## config.mk

```make
export PLATFORM = sky130hd
export DESIGN_NAME = ext_pipe
export DESIGN_NICKNAME = d
export VERILOG_FILES = /design/src/rtl/ext_pipe.sv
export SDC_FILE = /design/constraint.sdc
export NUM_CORES = 1
export LEC_CHECK = 0
export CORE_MARGIN = 4
export CORE_UTILIZATION = 45
export DETAILED_ROUTE_END_ITERATION = 16
export PLACE_DENSITY = 0.74
export SYNTH_ARGS = -nofsm -noshare
export SYNTH_HDL_FRONTEND = slang
export SYNTH_SLANG_ARGS = --single-unit
```

## constraint.sdc

```tcl
create_clock -name clk -period 2.45 [get_ports clk]
set_input_delay 0.49 -clock clk [delete_from_list [all_inputs] [get_ports clk]]
set_output_delay 0.49 -clock clk [all_outputs]
set_load 0.02 [all_outputs]
```

## src/rtl/ext_pipe.sv

```systemverilog
// ext_pipe: registered immediate-extension stage with a 2-entry skid buffer.
// Optional load-extension modes 5..7 are enabled by defining EXT_LOAD_EN.
module ext_pipe #(
  parameter int IMM_W    = 16,
  parameter int OUT_W    = 32,
  parameter int BR_SHIFT = 2
) (
  input  logic             clk,
  input  logic             reset_n,
  input  logic             flush,
  input  logic             in_valid,
  output logic             in_ready,
  input  logic [IMM_W-1:0] imm,
  input  logic [2:0]       eop,
  output logic             out_valid,
  input  logic             out_ready,
  output logic [OUT_W-1:0] out_ext,
  output logic             out_err
);

  localparam int F = OUT_W - IMM_W;

  typedef enum logic [1:0] {
    EMPTY = 2'd0,
    ONE   = 2'd1,
    TWO   = 2'd2
  } state_e;

  state_e           state_q;
  logic [OUT_W-1:0] head_ext_q;
  logic             head_err_q;
  logic [OUT_W-1:0] skid_ext_q;
  logic             skid_err_q;
  logic             out_valid_q;
  logic             in_ready_q;

  logic [OUT_W-1:0] ext_d;
  logic             err_d;
  logic [OUT_W-1:0] zx;
  logic [OUT_W-1:0] sx;
  logic             accept;
  logic             pop;

`ifdef EXT_LOAD_EN
  localparam int HW = (IMM_W > 16) ? 16 : IMM_W;
  logic [OUT_W-1:0] bs;
  logic [OUT_W-1:0] bz;
  logic [OUT_W-1:0] hs;
`endif

  // Extend the incoming immediate so entries are stored ready to use.
  always_comb begin
    zx = '0;
    zx[IMM_W-1:0] = imm;
    sx = {OUT_W{imm[IMM_W-1]}};
    sx[IMM_W-1:0] = imm;
`ifdef EXT_LOAD_EN
    bs = {OUT_W{imm[7]}};
    bs[7:0] = imm[7:0];
    bz = '0;
    bz[7:0] = imm[7:0];
    hs = {OUT_W{imm[HW-1]}};
    hs[HW-1:0] = imm[HW-1:0];
`endif
    ext_d = '0;
    err_d = 1'b0;
    case (eop)
      3'd0: ext_d = sx;
      3'd1: ext_d = zx;
      3'd2: ext_d = zx << F;
      3'd3: ext_d = sx << BR_SHIFT;
      3'd4: ext_d = zx << BR_SHIFT;
`ifdef EXT_LOAD_EN
      3'd5: ext_d = bs;
      3'd6: ext_d = bz;
      3'd7: ext_d = hs;
`endif
      default: begin
        ext_d = '0;
        err_d = 1'b1;
      end
    endcase
  end

  assign accept = in_valid & in_ready_q;
  assign pop    = out_valid_q & out_ready;

  // Occupancy FSM; head drives the outputs, skid absorbs one stall.
  always_ff @(posedge clk or negedge reset_n) begin
    if (!reset_n) begin
      state_q     <= EMPTY;
      head_ext_q  <= '0;
      head_err_q  <= 1'b0;
      skid_ext_q  <= '0;
      skid_err_q  <= 1'b0;
      out_valid_q <= 1'b0;
      in_ready_q  <= 1'b1;
    end else if (flush) begin
      state_q     <= EMPTY;
      out_valid_q <= 1'b0;
      in_ready_q  <= 1'b1;
    end else begin
      case (state_q)
        EMPTY: begin
          if (accept) begin
            head_ext_q  <= ext_d;
            head_err_q  <= err_d;
            out_valid_q <= 1'b1;
            state_q     <= ONE;
          end
        end
        ONE: begin
          if (accept && pop) begin
            head_ext_q <= ext_d;
            head_err_q <= err_d;
          end else if (accept) begin
            skid_ext_q <= ext_d;
            skid_err_q <= err_d;
            in_ready_q <= 1'b0;
            state_q    <= TWO;
          end else if (pop) begin
            out_valid_q <= 1'b0;
            state_q     <= EMPTY;
          end
        end
        TWO: begin
          if (pop) begin
            head_ext_q <= skid_ext_q;
            head_err_q <= skid_err_q;
            in_ready_q <= 1'b1;
            state_q    <= ONE;
          end
        end
        default: begin
          state_q     <= EMPTY;
          out_valid_q <= 1'b0;
          in_ready_q  <= 1'b1;
        end
      endcase
    end
  end

  assign in_ready  = in_ready_q;
  assign out_valid = out_valid_q;
  assign out_ext   = head_ext_q;
  assign out_err   = head_err_q;

endmodule
```

==> flow_summary_export.csv <==
group,metric,value,unit
final_layout,fillerInstances,785,
logic_synthesis,avgSynthCellArea,8.88,um^2
final_layout,area_delta_synth_final,21.5,%
logic_synthesis,synth_common_cells,"69 x dfrtp_1, 52 x nand2_1, 47 x nor2_1, 43 x o21ai_0, 35 x a21oi_1",
detailed_routing,routedWlPerCell,16.9,um
placed_design,gp_congestion,0.794,
detailed_routing,drtIter0Drc,241,
sta,finalSetupTns,0,ns
logic_synthesis,synth_edf_count,0,
logic_synthesis,yosysMostFrequentCell,"dfrtp_1",
clock_network,cts_buffer_depth,2,
logic_synthesis,syn_area,0.00399,mm^2
worst_setup_path,crit_fanout,14,
sta,rsz0062_at_grt,"no",
floorplan,initial_core_util,0.460,
grt,grt.total_usage,0.205,
detailed_routing,ant_nets,0,
min_path,hold_class,"in -> async",
grt,grt_pass1_vias,3448,
final_layout,antenna_cells,0,
clock_network,post_cts_buffers,0,
floorplan,rows,34,
placed_design,port_buffers,58,
logic_synthesis,dominantRegCellSynth,"dfrtp_1",
clock_network,hold_buffers,0,
logic_synthesis,yosysSeqAreaShare,0.439,
detailed_routing,routed_wirelength,10200,um
sta,slew_headroom,0.293,
worst_setup_path,worstPathRequired,2.71,ns
clock_network,cts-htree-levels,3,
floorplan,fp.coreArea,0.00868,mm^2
placed_design,dpl.hpwl,6930,um
sta,fmax,0.451,GHz
logic_synthesis,ys_warn_count,0,
final_layout,post_layout_nonfiller_instances,607,
worst_setup_path,critical_path_class,"in -> reg",
logic_synthesis,async_flop_share,1.00,
grt,grt-ovfl-total,0,
placed_design,placed_cells,591,
logic_synthesis,synth.area.top_cells,"dfrtp_1 43%, o21ai_0 5.4%, nand2_1 4.9%, nor2_1 4.4%, a21oi_1 4.4%",
grt,antenna_found_initial,0,
clock_network,clk_latency,0.35,ns
logic_synthesis,syn_nets,474,
clock_network,cts_resized,0,
pwr,p_leak,0.00200,uW
sta,finClkSkew,0.00861,ns
worst_setup_path,critPathCaptureType,"flop",
detailed_routing,via_per_inst,5.84,
logic_synthesis,yosys.area.top_type,"dfrtp_1",
sta,finalHoldViolCount,0,
sta,drv_slew,0,
floorplan,dieArea,0.0104,mm^2
sta,min_period_over_period,0.904,
worst_setup_path,start_kind,"input port",
floorplan,chipHeight,102,um
worst_setup_path,arrival,2.48,ns
grt,grt_max_degree,37,
sta,tightest_slew,1.06,ns
clock_network,cts_inserted_buffers,9,
pwr,power_density,831,mW/mm^2
run_status,status,"complete, no violations",
sta,finalCriticalPeriod,2.22,ns
run,cap_viol_max_count,0,
logic_synthesis,yosys.area.top_type_share,0.432,
clock_network,numClockSinks,70,
detailed_routing,drc_errors,0,
logic_synthesis,ys_seq_elements,70,
grt,grt_pass1_wl,16900,um
sta,setup_viol,0,
floorplan,io_pins,59,
final_layout,nets,518,
detailed_routing,vias,3545,
logic_synthesis,synthDistinctLibCells,42,
final_layout,drive_above_1_share,0.112,
clock_network,root_buffer,"clkbuf_8",
logic_synthesis,syn_inst,450,
detailed_routing,dr.pass1.iters,5,
clock_network,path_clk_slew,0.07,ns
pwr,ir_worst_vdd,0.445,mV
floorplan,die_w,102,um
clock_network,cts_tree,"built",
## kinds of logic after synthesis
family                 Yosys count  share of synthesized area
buffers and inverters           45                     0.0567
multiplexers                     3                    0.00846
AO/OA/AOI/OAI                  166                      0.295
flip-flops                      70                      0.439
AND/OR/NAND/NOR                166                      0.201
## sequential cells by signal, summed over array words and instances, names as in the netlist
register    cells
in_ready        1
out_err         1
out_ext        32
out_valid       1
skid_err_q      1
skid_ext_q     32
state_q         2
## worst max-delay path, cell delays in order
cell             delay (ns)
clkdlybuf4s50_1        0.52
nor2b_1                0.85
a21oi_1                0.21
o21a_1                 0.22
o21ai_0                0.18
## report_power, final
group          total, uW  switching (uW)  internal, uW
registers           1730             212          1520
logic               1460             782           677
clock network        842             421           421
## through the flow
step           total power, uW   util  setup WS (ns)  instance area, um^2  hold WS, ns
6_report                  4030  0.559          0.235                 4850        0.139
5_1_grt                   4270  0.559         0.0131                 4850        0.194
4_1_cts                   4060  0.559          0.254                 4850        0.161
3_5_place_dp              3220  0.539         -0.115                 4680        0.469
3_3_place_gp              3160  0.539        -0.0697                 4680        0.460
2_1_floorplan             2600      -          0.676                 3990        0.194
## layer usage
metal  wire length [um]  global-route usage  vias to the layer above
met5                  0                   0                        -
met3                491              0.0457                       20
met4                149              0.0696                        0
met1               4470               0.266                     1747
met2               5120               0.339                      102
li1                   -                   -                     1676
## cell usage in the layout, fill, tap and decap left out, types with 2 or more instances in the layout
cell,instances
dfrtp_1,69
clkdlybuf4s50_1,57
nand2_1,52
nor2_1,47
o21ai_0,43
a21oi_1,35
nand2b_1,18
nor3_1,16
a22o_1,15
nor2b_1,15
buf_4,15
o211ai_1,14
a21boi_0,13
o31ai_1,13
o21a_1,13
clkbuf_8,11
o31ai_2,9
o31ai_4,4
buf_12,4
nand3b_1,3
mux2_2,3
clkbuf_1,3
and3_1,2
nand3_1,2
o22ai_1,2
clkinv_2,2
## worst paths after layout
kind / depth (start not counted) / from / to / slack [ns]
max: 5 / eop[2] / skid_ext_q[13] / 0.23
min: 1 / reset_n / out_ext[4] / 0.14
max reg2reg: 5 / state_q[0] / out_ext[8] / 0.58
min reg2reg: 2 / skid_ext_q[0] / skid_ext_q[0] / 0.48
max in group asynchronous: 2 / reset_n / out_ext[17] / 1.63
min in group clk: 2 / skid_ext_q[0] / skid_ext_q[0] / 0.48
## cell type report
class | instances | area, um^2 | share of cell area
clock buffer | 14 | 163 | 0.0335
inverter | 1 | 3.75 | 0.000774
timing repair buffer | 77 | 768 | 0.158
clock inverter | 2 | 10.0 | 0.00206
sequential | 70 | 1750 | 0.361
multi-input combinational | 335 | 2020 | 0.416
tap | 108 | 135 | 0.0278
Note: power is estimated with default switching activity, not from simulation.
